## config.mk

```make
export PLATFORM = sky130hd
export DESIGN_NAME = h14tx_period_sched
export DESIGN_NICKNAME = d
export VERILOG_FILES = /design/src/rtl/h14tx_pkg.sv /design/src/rtl/h14tx_period_sched.sv
export SDC_FILE = /design/constraint.sdc
export NUM_CORES = 1
export LEC_CHECK = 0
export ABC_AREA = 1
export CAP_MARGIN = 20
export CORE_AREA = 3 3 152 117
export CTS_CLUSTER_DIAMETER = 40
export CTS_CLUSTER_SIZE = 12
export DETAILED_ROUTE_END_ITERATION = 10
export DIE_AREA = 0 0 155 120
export DONT_BUFFER_PORTS = 1
export GPL_TIMING_DRIVEN = 0
export PLACE_DENSITY_LB_ADDON = 0.08
export SLEW_MARGIN = 10
export SYNTH_ARGS = -nofsm -noshare
export SYNTH_HDL_FRONTEND = slang
export SYNTH_SLANG_ARGS = --single-unit
```

## constraint.sdc

```tcl
create_clock -name clk -period 1.1 [get_ports clk]
set_clock_uncertainty 0.15 [all_clocks]
set_input_delay 0.165 -clock clk [delete_from_list [all_inputs] [get_ports clk]]
set_output_delay 0.165 -clock clk [all_outputs]
set_load 0.02 [all_outputs]
```

## src/rtl/h14tx_pkg.sv

```systemverilog
// Shared types for the HDMI 1.4 transmit path.
package h14tx_pkg;

    typedef enum logic [1:0] {
        PERIOD_CONTROL  = 2'd0,
        PERIOD_PREAMBLE = 2'd1,
        PERIOD_VIDEO_GB = 2'd2,
        PERIOD_VIDEO    = 2'd3
    } period_t;

    typedef logic [1:0] ctl_t;

    localparam ctl_t CTL_PREAMBLE_VIDEO_CH1 = 2'b01;
    localparam ctl_t CTL_PREAMBLE_VIDEO_CH2 = 2'b00;

    typedef struct packed {
        logic        de;
        logic        hsync;
        logic        vsync;
        logic [23:0] pixel;
    } tx_sample_t;

endpackage

```

## src/rtl/h14tx_period_sched.sv

```systemverilog
// Period scheduler: delays timing/pixels so every video period is
// preceded by a video preamble and guard band.
module h14tx_period_sched
    import h14tx_pkg::*;
#(
    parameter int PRE_LEN     = 8,
    parameter int GB_LEN      = 2,
    parameter int MIN_CTL_LEN = 12
) (
    input  logic        clk,
    input  logic        rst,
    input  logic        de,
    input  logic        hsync,
    input  logic        vsync,
    input  logic [23:0] pixel,
    output period_t     period,
    output ctl_t        ctl0,
    output ctl_t        ctl1,
    output ctl_t        ctl2,
    output logic [23:0] pixel_o,
    output logic        err_short_blank
);

    localparam int D      = PRE_LEN + GB_LEN + 1;
    localparam int DEPTH  = D - 1;
    localparam int CD_MAX = PRE_LEN + GB_LEN;
    localparam int CDW    = $clog2(CD_MAX + 1);
    localparam int RW     = $clog2(MIN_CTL_LEN + 1);

    localparam logic [CDW-1:0] CD_LOAD = CDW'(CD_MAX);
    localparam logic [CDW-1:0] CD_GB   = CDW'(GB_LEN);
    localparam logic [RW-1:0]  RUN_MAX = RW'(MIN_CTL_LEN);

    tx_sample_t       in_s;
    tx_sample_t       dl [DEPTH];
    tx_sample_t       tail;
    logic             de_prev;
    logic             rise;
    logic [CDW-1:0]   countdown;
    logic [CDW-1:0]   cd_next;
    logic [RW-1:0]    run;
    logic [RW-1:0]    run_next;
    logic             err_next;
    period_t          per_next;
    ctl_t             ctl1_next;
    ctl_t             ctl2_next;

    assign in_s = '{de: de, hsync: hsync, vsync: vsync, pixel: pixel};
    assign tail = dl[DEPTH-1];

    genvar gi;
    generate
        for (gi = 0; gi < DEPTH; gi++) begin : g_dl
            if (gi == 0) begin : g_head
                always_ff @(posedge clk) begin
                    if (rst) dl[gi] <= '0;
                    else     dl[gi] <= in_s;
                end
            end else begin : g_body
                always_ff @(posedge clk) begin
                    if (rst) dl[gi] <= '0;
                    else     dl[gi] <= dl[gi-1];
                end
            end
        end
    endgenerate

    // cd_next is the countdown as seen by the sample leaving the line
    // this cycle, so a rise classifies that sample immediately.
    always_comb begin
        rise    = de & ~de_prev;
        cd_next = '0;
        if (rise)
            cd_next = CD_LOAD;
        else if (countdown != '0)
            cd_next = countdown - CDW'(1);
    end

    always_comb begin
        run_next = run;
        if (de)
            run_next = '0;
        else if (run < RUN_MAX)
            run_next = run + RW'(1);
        err_next = rise & (run < RUN_MAX);
    end

    always_comb begin
        per_next  = PERIOD_CONTROL;
        ctl1_next = 2'b00;
        ctl2_next = 2'b00;
        unique case (1'b1)
            tail.de: begin
                per_next = PERIOD_VIDEO;
            end
            !tail.de && cd_next != '0 && cd_next <= CD_GB: begin
                per_next = PERIOD_VIDEO_GB;
            end
            !tail.de && cd_next > CD_GB: begin
                per_next  = PERIOD_PREAMBLE;
                ctl1_next = CTL_PREAMBLE_VIDEO_CH1;
                ctl2_next = CTL_PREAMBLE_VIDEO_CH2;
            end
            default: begin
                per_next = PERIOD_CONTROL;
            end
        endcase
    end

    always_ff @(posedge clk) begin
        if (rst) begin
            de_prev   <= 1'b0;
            countdown <= '0;
            run       <= '0;
        end else begin
            de_prev   <= de;
            countdown <= cd_next;
            run       <= run_next;
        end
    end

    always_ff @(posedge clk) begin
        if (rst) begin
            period          <= PERIOD_CONTROL;
            ctl0            <= 2'b00;
            ctl1            <= 2'b00;
            ctl2            <= 2'b00;
            pixel_o         <= '0;
            err_short_blank <= 1'b0;
        end else begin
            period          <= per_next;
            ctl0            <= {tail.vsync, tail.hsync};
            ctl1            <= ctl1_next;
            ctl2            <= ctl2_next;
            pixel_o         <= tail.pixel;
            err_short_blank <= err_next;
        end
    end

endmodule

```

=== Word level (Yosys, flattened, before mapping) ===
Memory sizes are Yosys's and may differ from the RTL's.
Cells that the tools add are included.
W data, S select, Z words.

* Output and inout bits: 33
* Bits in registers: 40
* Bits in writable memories: 270
* Memories kept: 1
* Word-level logic and storage cells: 51
* Input bits: 29

{| class="wikitable"
|+ Memories
! memory !! words !! width !! rd ports !! clocked after memory_dff !! wr ports !! RTL line !! text
|-
| dl || 10 || 27 || 10 || 0 || 10 || h14tx_period_sched.sv:35 || <nowiki>tx_sample_t dl [DEPTH];</nowiki>
|}

* Muxes and demuxes: 17
* Add/sub/neg operators: 2
* $lt $le $gt $ge: 3
* Reduce and logical (&&, ||, !) cells: 7
* Bitwise logic cells: 13

{| class="wikitable"
|+ Operators with widths
! kind !! count
|-
| $mux W27 || 10
|-
| $or A1 B1 Y1 || 10
|-
| $mux W4 || 2
|-
| $reduce_bool A4 Y1 || 2
|-
| $pmux W2 S3 || 1
|-
| $add A4 B1 Y4 const B || 1
|-
| $gt A4 B2 Y1 const B || 1
|-
| $le A4 B2 Y1 const B || 1
|-
| $lt A4 B4 Y1 const B || 1
|-
| $mux W1 || 4
|-
| $sub A4 B1 Y4 const B || 1
|-
| $logic_and A1 B1 Y1 || 3
|-
| $and A1 B1 Y1 || 2
|-
| $reduce_or A2 Y1 || 1
|-
| $logic_not A1 Y1 || 1
|-
| $not A1 Y1 || 1
|}

=== Depth between registers and ports, before layout ===
* Depth after elaboration: 7
* Mapped depth: 5
* Mapped depth without buffers: 5

=== Worst setup path before layout ===
OpenSTA, ideal clock, no wires.

* Kind: reg2reg
* Start: memory dl[0][26] in the netlist's numbering
* End: register period[0]
* Required time: 0.835 ns
* Setup slack: 0.088 ns
* Path buffers: 0
* Stages on the path, launching flop included: 6
* Period minus slack after synthesis: 1.012 ns
* Library setup time: 0.115 ns
* Arrival: 0.747 ns
* Cells stage by stage: dfxtp_1 inv_1 nand2_1 nand2_1 o21ai_0 inv_1

{| class="wikitable"
|+ RTL lines
! element !! RTL line !! text
|-
| start: declaration || h14tx_period_sched.sv:35 ||
|-
| end signal: assignment || h14tx_period_sched.sv:131 || <nowiki>period <= per_next;</nowiki>
|-
| end: declaration || h14tx_period_sched.sv:16 || <nowiki>output period_t period,</nowiki>
|}

=== Worst setup path in the final report ===
* Start: register pixel_o[0]
* End: output pixel_o[0]

{| class="wikitable"
|+ RTL lines
! element !! RTL line !! text
|-
| start: declaration || h14tx_period_sched.sv:20 || <nowiki>output logic [23:0] pixel_o,</nowiki>
|-
| start signal: assignment || h14tx_period_sched.sv:135 || <nowiki>pixel_o <= tail.pixel;</nowiki>
|}

No word-level cell between the ends.

==> summary.txt <==
Placed design
  • DP HPWL: between 6000 and 7000 um
  • Worst slack, placed: -0.1351 ns
  • PortBufs: 0
  • RD Place Congestion: between 0.7 and 0.8

Drt
  • Avg WL per Cell: around 8.2 um
  • TritonRoute pass-1 iters: 4
  • 1st-iter DRT viols: 138
  • Via count: between 4,000 and 5,000
  • DRC Markers: 0
  • Antenna viol nets, final: 0
  • DRT Wirelength: roughly 11,000 um
  • Vias per cell: between 3 and 4

Clock network
  • H-tree lvl count: 1
  • # clock sinks: 308
  • Clk Tree Root Cell: clkbuf_16
  • Worst skew pair latency: 0.52 ns
  • CTS tree: yes
  • Number of buffers created by CTS: 31
  • Max clock buf depth: 3
  • Worst-path clk slew: ~0.060 ns

Layout
  • Most frequent cells in the layout: 301 x inv_1, 299 x nor2_1, 278 x dfxtp_1, 66 x dlygate4sd3_1, 33 x buf_6
  • Util after Layout: approximately two thirds
  • ANT cells: 0
  • Area grow syn2layout: 22.64%
  • Share of layout cells above drive strength 1: about a tenth
  • Commonest non-fill, non-tap cell in the layout: inv_1
  • Nets: approximately 1,100

Global routing
  • Global-route wire length before repair: about 19,000 um
  • Largest net degree at the start of global routing: 15
  • GRT Overall Usage: approximately an eighth
  • Vias in the first global route: between 4,000 and 5,000
  • GRT overflow: 0
  • Initial antenna violation count: 0

Worst setup path
  • Reg2reg start: run[2]
  • Reg2Reg Depth: 4
  • Worst setup SP type: register
  • Max Fanout on Critical Path: 1
  • Crit path kind: reg -> out
  • Worst Path Arrival: about 0.9 ns
  • CP Depth: 0
  • Worst Setup SP: pixel_o[0]
  • CP Data Required Time: 0.78 ns
  • CP Capture Type: output port

STA
  • Worst-Margin Slew: approximately 0.54 ns
  • Setup WS post-layout: -0.1072 ns
  • Slew Viols, Final: 0
  • Post-route setup TNS: -3.490 ns
  • Tmin final: 1.207 ns
  • Final hold viol count: 0
  • Fin crit share: 109.7%
  • Final Setup Violations: just over 40
  • RSZ-0062 raised after global routing: true
  • Max Clk Rate: ~830 MHz
  • Slew HR: between 60% and 70%

Floorplanning
  • # rows: between 40 and 50
  • Die W: 155 um
  • Die Y: between 100 and 150 um
  • Initial Utilization: a little over half
  • DIE AREA: approximately 0.019 sq mm
  • Top Ports: between 60 and 70
  • Core ar.: about 0.017 sq mm

Status
  • Failing checks: negative setup slack
  • Status: finished, violations left

Power
  • Pwr Density: between 1500 and 2000 mW/mm^2
  • LEAKAGE: ~4.7 nW
  • VDD IR max: around 0.0013 V

Worst hold path
  • WHS Path Cells: 3
  • HP Start: pixel[12]
  • Min-delay worst type: in -> reg

Yosys
  • Mapped Area: about 0.0090 sq mm
  • Seq/Total Area, Yosys: 68.58%
  • Synthesized flop and latch total: 308
  • Post-synthesis cell count: approximately 980
  • Synth cell types: 16
  • Ys Warns: 0
  • Syn_area_per_cell: about 9.2 sq um

Flow run
  • Max-Cap Viols: 0
==> cell families after synthesis <==
group,share of synthesized area (%)
buf+inv,16.99
other cells,0.04171
xor+xnor,0.1949
simple gates,13.55
fa+ha+maj,0.1391
flops,68.58
compound gates,0.5009
==> worst register-to-register path: cells and delay by family (launching register included) <==
family	cells	cell delay, ns
AOI/OAI and AO/OA	1	0.11
buffers and inverters	1	0.15
DFF	1	0.36
and+or+nand+nor	2	0.21
==> routing by layer <==
layer / routed length [um] / global-route usage (%) / share of wire, % / vias up
met5: 0 / 0 / 0 / -
met4: 344 / 4.799 / 3.2 / 0
met2: 4594 / 20.71 / 43 / 83
met1: 5383 / 15.92 / 50 / 1683
met3: 457 / 2.956 / 4.2 / 29
li1: - / - / - / 2843
==> state kept, by name (all words and copies together), names as in the netlist <==
register,cells
period,2
ctl1,1
err_short_blank,1
ctl0,2
pixel_o,24
countdown,4
dl,270
run,4
==> path summary, 6_finish.rpt <==
path	endpoint	slack (ns)
min reg2reg	pixel_o[21]	0.24
max	pixel_o[0]	-0.11
min	dl[0][12]	0.16
max reg2reg	run[1]	0.06
==> stage by stage <==
step / area [sq um] / hold slack [ns] / std cells / total power [mW]
2_1_floorplan: 8999 / 0.1220 / 980 / 12.10
3_3_place_gp: 9268 / 0.1226 / 1195 / 12.20
3_5_place_dp: 9268 / 0.1250 / 1195 / 12.21
4_1_cts: 11030 / 0.2408 / 1312 / 21.68
5_1_grt: 11030 / 0.1661 / 1310 / 22.29
6_report: 11030 / 0.1565 / 1310 / 21.45
==> final cells by class <==
cell class / instances / area (sq um)
Clock buffer: 37 / 818.3
Clock inverter: 6 / 80.08
Sequential cell: 308 / 6279
Buffer: 36 / 394.1
Fill cell: 1338 / 5543
Multi-Input combinational cell: 334 / 1323
Timing Repair Buffer: 72 / 730.7
Tap cell: 215 / 269.0
Inverter: 302 / 1134
==> synth_stat cells, drive strengths merged <==
| library cell | instances | area (sq um) |
|---|---|---|
| a21oi | 6 | 30.03 |
| and2 | 1 | 6.260 |
| buf | 36 | 394.1 |
| conb | 1 | 3.750 |
| dfxtp | 308 | 6166 |
| ha | 1 | 12.51 |
| inv | 302 | 1134 |
| nand2 | 12 | 45.04 |
| nand3 | 2 | 10.01 |
| nor2 | 302 | 1134 |
| nor3 | 1 | 16.27 |
| nor3b | 1 | 7.510 |
| o21ai | 3 | 15.01 |
| xnor2 | 1 | 8.760 |
| xor2 | 1 | 8.760 |
==> report_power, final <==
part	total [mW]	switching [mW]	internal, mW
Sequential	11.4	0.0689	11.3
Combinational	0.763	0.375	0.388
Clock	9.33	3.71	5.63
==> what timing repair did <==
item                       CTS  global route
hold endpoints to repair   308            46
setup endpoints to repair   34           160
pin swaps                    0             1
resized for setup           62            11
hold buffers                74             7
buffers inserted             0             1
Power figures use the tool's default switching activity.
